File: config.mk
export PLATFORM = sky130hd
export DESIGN_NAME = bram_capture_pp
export DESIGN_NICKNAME = d
export VERILOG_FILES = /design/src/rtl/bram_capture_pp_pkg.sv /design/src/rtl/bram_capture_pp_edge_det.sv /design/src/rtl/bram_capture_pp.sv
export SDC_FILE = /design/constraint.sdc
export NUM_CORES = 1
export LEC_CHECK = 0
export CORE_UTILIZATION = 40
export DETAILED_ROUTE_END_ITERATION = 10
export MAX_ROUTING_LAYER = met4
export PLACE_DENSITY = 0.71
export REMOVE_ABC_BUFFERS = 1
export SLEW_MARGIN = 15
export SYNTH_ARGS = -nofsm -noshare
export SYNTH_HDL_FRONTEND = slang
export SYNTH_SLANG_ARGS = --single-unit
File: constraint.sdc
create_clock -name clk -period 2.9 [get_ports clk]
set_input_delay 0.725 -clock clk [delete_from_list [all_inputs] [get_ports clk]]
set_output_delay 0.725 -clock clk [all_outputs]
set_load 0.05 [all_outputs]
File: src/rtl/bram_capture_pp_pkg.sv
// Shared definitions for the ping-pong BRAM capture writer.
//  - state_e    : capture FSM state encoding (IDLE, CAPTURE, DONE)
//  - ADDR_W     : width of the BRAM byte address bus
//  - SIZE_W     : width of the completed-window size report
//  - byte_addr(): converts a word index into a BRAM byte address
package bram_capture_pp_pkg;

  typedef enum logic [1:0] {
    ST_IDLE    = 2'd0,
    ST_CAPTURE = 2'd1,
    ST_DONE    = 2'd2
  } state_e;

  localparam int ADDR_W = 32;
  localparam int SIZE_W = 32;

  // Word index (half select in the MSB, word offset below it) scaled to bytes.
  // A plain multiply keeps non-power-of-2 word widths (e.g. 24-bit) correct.
  function automatic logic [ADDR_W-1:0] byte_addr(
    input logic [ADDR_W-1:0] word_idx,
    input logic [ADDR_W-1:0] bytes_per_word
  );
    return word_idx * bytes_per_word;
  endfunction

endpackage

File: src/rtl/bram_capture_pp_edge_det.sv
// Registered rising-edge detector.
//  clk   in  system clock
//  rst_n in  asynchronous reset, active-low (history resets to 0 = inactive)
//  level in  level to watch, already in the clk domain
//  pulse out one-cycle pulse, registered, the cycle after level first reads 1
module bram_capture_pp_edge_det (
  input  logic clk,
  input  logic rst_n,
  input  logic level,
  output logic pulse
);

  logic level_d_r;
  logic pulse_r;

  // Level history and registered edge pulse.
  always_ff @(posedge clk or negedge rst_n) begin
    if (!rst_n) begin
      level_d_r <= 1'b0;
      pulse_r   <= 1'b0;
    end else begin
      level_d_r <= level;
      pulse_r   <= level & ~level_d_r;
    end
  end

  assign pulse = pulse_r;

endmodule

File: src/rtl/bram_capture_pp.sv
// Ping-pong capture writer. Each accepted sync pulse stores a window of valid
// samples into one BRAM half through port A, then flags that half ready; the PS
// releases a half by raising its rdy_w bit. Syncs that cannot be served are
// counted (saturating).
//  clk          in   system clock, forwarded as clkb
//  rst_n        in   asynchronous reset, active-low
//  valid        in   qualifies datos, one sample per cycle
//  sinc         in   window start pulse, active level SINC_POL
//  datos        in   sample data
//  n_samples    in   window length in words, 0 or > DEPTH means DEPTH
//  rdy_w        in   per-half release level from the PS
//  addr         out  BRAM byte address
//  clkb         out  BRAM clock
//  din          out  BRAM write data
//  en_a         out  port A enable
//  we           out  byte write enables (all-ones or all-zeros)
//  rdy          out  half b holds a complete window
//  size_data    out  words in the last completed window
//  busy         out  capture in progress
//  overrun_cnt  out  dropped syncs, saturating
module bram_capture_pp
  import bram_capture_pp_pkg::*;
#(
  parameter int DATA_W   = 32,
  parameter int DEPTH    = 1024,
  parameter bit SINC_POL = 1'b0,
  parameter int CNT_W    = 16,
  localparam int AW      = $clog2(DEPTH),
  localparam int BYTES   = DATA_W / 8
) (
  input  logic              clk,
  input  logic              rst_n,
  input  logic              valid,
  input  logic              sinc,
  input  logic [DATA_W-1:0] datos,
  input  logic [AW:0]       n_samples,
  input  logic [1:0]        rdy_w,
  output logic [ADDR_W-1:0] addr,
  output logic              clkb,
  output logic [DATA_W-1:0] din,
  output logic              en_a,
  output logic [BYTES-1:0]  we,
  output logic [1:0]        rdy,
  output logic [SIZE_W-1:0] size_data,
  output logic              busy,
  output logic [CNT_W-1:0]  overrun_cnt
);

  localparam logic [AW:0]      LEN_MAX  = (AW+1)'(DEPTH);
  localparam logic [AW:0]      LEN_ZERO = (AW+1)'(1'b0);
  localparam logic [AW:0]      LEN_ONE  = (AW+1)'(1'b1);
  localparam logic [AW-1:0]    IDX_ZERO = AW'(1'b0);
  localparam logic [AW-1:0]    IDX_ONE  = AW'(1'b1);
  localparam logic [CNT_W-1:0] CNT_ONE  = CNT_W'(1'b1);
  localparam logic [CNT_W-1:0] CNT_MAX  = {CNT_W{1'b1}};

  state_e              state_r;
  state_e              next_state_s;
  logic                sync_lvl_s;
  logic                sync_edge_s;
  logic [1:0]          rel_edge_s;
  logic                wp_r;
  logic [AW-1:0]       idx_r;
  logic [AW:0]         len_r;
  logic [AW:0]         len_s;
  logic                last_s;
  logic                accept_s;
  logic                drop_s;
  logic                wr_s;
  logic                done_s;
  logic [1:0]          rdy_nxt_s;
  logic [ADDR_W-1:0]   addr_r;
  logic [DATA_W-1:0]   din_r;
  logic [BYTES-1:0]    we_r;
  logic                en_a_r;
  logic [1:0]          rdy_r;
  logic [SIZE_W-1:0]   size_r;
  logic                busy_r;
  logic [CNT_W-1:0]    ovr_r;

  assign sync_lvl_s = (sinc == SINC_POL);

  bram_capture_pp_edge_det u_sync_edge (
    .clk   (clk),
    .rst_n (rst_n),
    .level (sync_lvl_s),
    .pulse (sync_edge_s)
  );

  bram_capture_pp_edge_det u_rel_edge0 (
    .clk   (clk),
    .rst_n (rst_n),
    .level (rdy_w[0]),
    .pulse (rel_edge_s[0])
  );

  bram_capture_pp_edge_det u_rel_edge1 (
    .clk   (clk),
    .rst_n (rst_n),
    .level (rdy_w[1]),
    .pulse (rel_edge_s[1])
  );

  // Window length to latch on acceptance: 0 or anything beyond one half means a full half.
  always_comb begin
    len_s = LEN_MAX;
    if ((n_samples == LEN_ZERO) || (n_samples > LEN_MAX)) begin
      len_s = LEN_MAX;
    end else begin
      len_s = n_samples;
    end
  end

  assign last_s = ({1'b0, idx_r} == (len_r - LEN_ONE));

  // A release clears its half; a finishing window sets its own half. A release
  // aimed at the finishing half cannot coincide with a set rdy bit, so order is moot.
  assign rdy_nxt_s = (rdy_r & ~rel_edge_s) | (done_s ? (2'b01 << wp_r) : 2'b00);

  // FSM state register.
  always_ff @(posedge clk or negedge rst_n) begin
    if (!rst_n) begin
      state_r <= ST_IDLE;
    end else begin
      state_r <= next_state_s;
    end
  end

  // FSM next state and per-cycle actions.
  always_comb begin
    next_state_s = state_r;
    accept_s     = 1'b0;
    drop_s       = 1'b0;
    wr_s         = 1'b0;
    done_s       = 1'b0;
    case (state_r)
      ST_IDLE: begin
        if (sync_edge_s) begin
          // A release landing on the target half this same cycle frees it in time.
          if (!rdy_r[wp_r] || rel_edge_s[wp_r]) begin
            accept_s     = 1'b1;
            next_state_s = ST_CAPTURE;
          end else begin
            drop_s       = 1'b1;
            next_state_s = ST_IDLE;
          end
        end else begin
          next_state_s = ST_IDLE;
        end
      end
      ST_CAPTURE: begin
        drop_s = sync_edge_s;
        if (valid) begin
          wr_s = 1'b1;
          if (last_s) begin
            next_state_s = ST_DONE;
          end else begin
            next_state_s = ST_CAPTURE;
          end
        end else begin
          next_state_s = ST_CAPTURE;
        end
      end
      ST_DONE: begin
        drop_s       = sync_edge_s;
        done_s       = 1'b1;
        next_state_s = ST_IDLE;
      end
      default: begin
        next_state_s = ST_IDLE;
      end
    endcase
  end

  // Write pointer, word index and latched window length.
  always_ff @(posedge clk or negedge rst_n) begin
    if (!rst_n) begin
      wp_r  <= 1'b0;
      idx_r <= IDX_ZERO;
      len_r <= LEN_ZERO;
    end else begin
      if (accept_s) begin
        idx_r <= IDX_ZERO;
        len_r <= len_s;
      end else if (wr_s && !last_s) begin
        // Holding on the last word keeps idx inside the half.
        idx_r <= idx_r + IDX_ONE;
      end
      if (done_s) begin
        wp_r <= ~wp_r;
      end
    end
  end

  // Registered BRAM port A; addr and din hold across gaps.
  always_ff @(posedge clk or negedge rst_n) begin
    if (!rst_n) begin
      addr_r <= {ADDR_W{1'b0}};
      din_r  <= {DATA_W{1'b0}};
      we_r   <= {BYTES{1'b0}};
      en_a_r <= 1'b0;
    end else if (wr_s) begin
      addr_r <= byte_addr(ADDR_W'({wp_r, idx_r}), ADDR_W'(BYTES));
      din_r  <= datos;
      we_r   <= {BYTES{1'b1}};
      en_a_r <= 1'b1;
    end else begin
      we_r   <= {BYTES{1'b0}};
      en_a_r <= 1'b0;
    end
  end

  // Ready flags, window size, busy and saturating overrun count.
  always_ff @(posedge clk or negedge rst_n) begin
    if (!rst_n) begin
      rdy_r  <= 2'b00;
      size_r <= {SIZE_W{1'b0}};
      busy_r <= 1'b0;
      ovr_r  <= {CNT_W{1'b0}};
    end else begin
      rdy_r  <= rdy_nxt_s;
      busy_r <= (next_state_s == ST_CAPTURE);
      if (done_s) begin
        size_r <= SIZE_W'(len_r);
      end
      if (drop_s && (ovr_r != CNT_MAX)) begin
        ovr_r <= ovr_r + CNT_ONE;
      end
    end
  end

  assign clkb        = clk;
  assign addr        = addr_r;
  assign din         = din_r;
  assign we          = we_r;
  assign en_a        = en_a_r;
  assign rdy         = rdy_r;
  assign size_data   = size_r;
  assign busy        = busy_r;
  assign overrun_cnt = ovr_r;

endmodule
==> metrics.md, run 1 <==
| Metric | Value |
|---|---|
| Post-route ant nets | 0 |
| Seq/Total Area, Yosys | 0.504 |
| Ys Warns | 0 |
| Most common cell after layout, fill and taps aside | clkdlybuf4s50_1 |
| Die ar. | 0.0134 mm2 |
| Worst Path Required | 2170 ps |
| Multi-input logic area | 0.00223 mm2 |
| Most frequent cells in the layout | clkdlybuf4s50_1, dfrtp_1, mux2_2 |
| Crit path capture type | output pin |
| Worst-path maximum fanout | 2 |
| Ant diodes | 0 |
| Async set-reset flop share out of synthesis | 1.00 |
| Leak Pwr | 2.99 nW |
| I/O pin count | 170 |
| Number of antenna violations at the first check in global routing | 0 |
| RSZ-0062 raised after global routing | no |
| R2R depth | 8 |
| Crit path cell chain | clkbuf_16 -> clkbuf_16 -> dlygate4sd2_1 |
| Clock Power Share | 0.326 |
| Max-Cap Viols | 0 |
| RR Endpoint | state_r[0] |
| Syn Inst Count | 457 |
| Drt drc | 0 |
| Reg2Reg Launch Point | len_r[0] |
| Max_slew headroom | 0.498 |
| Placer Congestion | 0.868 |
| Initial Utilization | 0.409 |
| Post-route cell area | 0.00686 mm2 |
| Core Util, Final | 0.544 |
| DRT Pass-1 Iters | 5 |
| Status | finished, final reports clean |
| Worst Hold Slack | 305 ps |
| Vias in the first global route | 3,673 |
| Largest net degree at the start of global routing | 60 |
| Final WL | 10.9 mm |
| Die width | 116 um |
| Core Footprint | 0.0126 mm2 |
| Unique masters post-synth | 49 |
| Reg clk slew, reported paths | 60 ps |
| Slowest stage delay, CP | 410 ps |
| GRT Overall Usage | 0.180 |
| Clock Latency Late Sink | 460 ps |
| Peak supply drop | 385 uV |
| Critical path's most frequent cell | clkbuf_16 |
| Switching share of power | 0.358 |
| EDFF count, synth | 0 |
| Avg Cell Area, Syn | 11.3 um2 |
| Worst reg-to-reg setup slack | 320 ps |
| Hpwl dp | 7.82 mm |
| Critical setup path kind | clk -> out |
| Postcts setup bufs | 0 |
| Vias per inst | 4.82 |
| Sequential power share | 0.366 |
| Vias post-DR | 3,666 |
| Height of the chip | 116 um |
| Endpoints failing setup | 0 |
| Pwr per Cell Area | 756 mW/mm2 |
| First-pass GRT wire length | 18.0 mm |
| Number of DRC markers in iteration 0 | 122 |
| Fin nets | 639 |
| Per-cell routed wire length | 14.3 um |
| Hold Path Class | in -> async |
| Switching power | 1.85 mW |
| Cell Area, Placed | 0.00643 mm2 |
| Clock Skew | 5.98 ps |
| DP Worst Slack | 52.9 ps |
| I/O Buffers | 127 |
| CTS tree | done |
| Pint | 3.33 mW |
| Seq cells post-synth | 104 |
| Measured slew at the worst slew-check pin | 753 ps |
| Grt total ovfl | 0 |
| Row count | 41 |
| Layout cells sized above 1 | 0.173 |
| Synth Flop Type | dfrtp_1 |
| Post-Syn Area | 0.00516 mm2 |
| Crit path arrival time | 2110 ps |
| Final Hold Viols | 0 |
| Sequential standard cell area | 0.00260 mm2 |
| Post-route setup slack | 68.8 ps |
| Pwr Total | 5.19 mW |
| Crit path launch type | clock port |
| Logic pwr share | 0.308 |
| Crit path max-delay cell type | dlygate4sd2_1 |
| Layout area overhead | 32.8% |
| Count of final max-slew check failures | 0 |
| Fill count | 1,098 |
## how the worst max path moves through the flow
stage                         from       end  slack [ps]  depth (start not counted)
after floorplan           len_r[0]  idx_r[0]          -7                          8
after global placement         clk      clkb          50                          1
after global routing           clk      clkb          50                          3
after detailed placement       clk      clkb          50                          1
final                          clk      clkb          70                          3
after CTS                      clk      clkb          70                          3
## power groups by stage
stage	Combinational (mW)	Clock [mW]	Sequential, mW
5_1_grt	1.70	1.79	1.94
2_1_floorplan	0.568	0	2.39
3_5_place_dp	1.60	0.0796	1.92
4_1_cts	1.61	1.73	1.90
6_report	1.60	1.69	1.90
3_3_place_gp	1.58	0.0796	1.91
## repair_timing
action	4_1_cts	5_1_grt
endpoints found under the setup margin	1	0
hold buffers	0	0
gates resized for setup	1	0
## stage by stage
stage,setup TNS (ps),cells
6_report,0,760
5_1_grt,0,760
4_1_cts,0,760
3_5_place_dp,0,741
3_3_place_gp,0,741
2_1_floorplan,-14.3,432
## per-layer routing
metal | up-vias | wire length (um) | track usage
met4 | 0 | 274 | 0.0855
met5 | - | 0 | -
met2 | 114 | 5310 | 0.278
met1 | 1793 | 4820 | 0.228
met3 | 22 | 500 | 0.0335
li1 | 1737 | - | -
## logic make-up (layout without fill, tap and decap cells)
family                     Yosys count  in the layout  synth area share
and+or+nand+nor                    129            129             0.134
AOI/OAI and AO/OA                   48             48            0.0671
buffers and inverters               77            167            0.0945
other                                1             42          0.000726
muxes                               64             64             0.137
xor gates and xnor gates            27             27            0.0458
adders and majority gates            7              7            0.0170
DFF                                104            104             0.504
## critical path, delay by kind of cell
kind	cells	cell delay, ps
buffers and inverters	3	660
## registers in the layout (all words and copies together) (netlist names), 2 cells and up
| register | flops |
|---|---|
| din | 32 |
| addr | 11 |
| len_r | 11 |
| size_data | 11 |
| rdy | 2 |
| state_r | 2 |
| overrun_cnt | 16 |
| idx_r | 10 |
## cell usage after synthesis (9+ instances only)
library cell	instances	area, um2
dfrtp_1	104	2600
mux2_2	54	608
buf_4	47	353
nand2_1	40	150
nand2b_1	17	106
nor2_1	14	52.6
o21ai_0	14	70.1
xor2_1	14	123
xnor2_1	13	114
clkbuf_1	12	45.0
inv_1	11	41.3
mux2i_1	10	100
nor3_1	10	50.1
nand3_1	9	45.0
nand4_1	9	56.3
## area by class of cell
type,instances,share of cell area
Clock buffer,15,0.0491
Clock inverter,5,0.0150
Inverter,11,0.00602
Multi-Input combinational cell,317,0.325
Sequential cell,104,0.379
Tap cell,172,0.0314
Timing Repair Buffer,136,0.194
Power figures use the tool's default switching activity.
==> run 2, diff against run 1 <==
CAP_MARGIN = 20   (was unset)
==> results of run 2 <==
The final DEF is identical to that of run 1; final timing and power are the same.
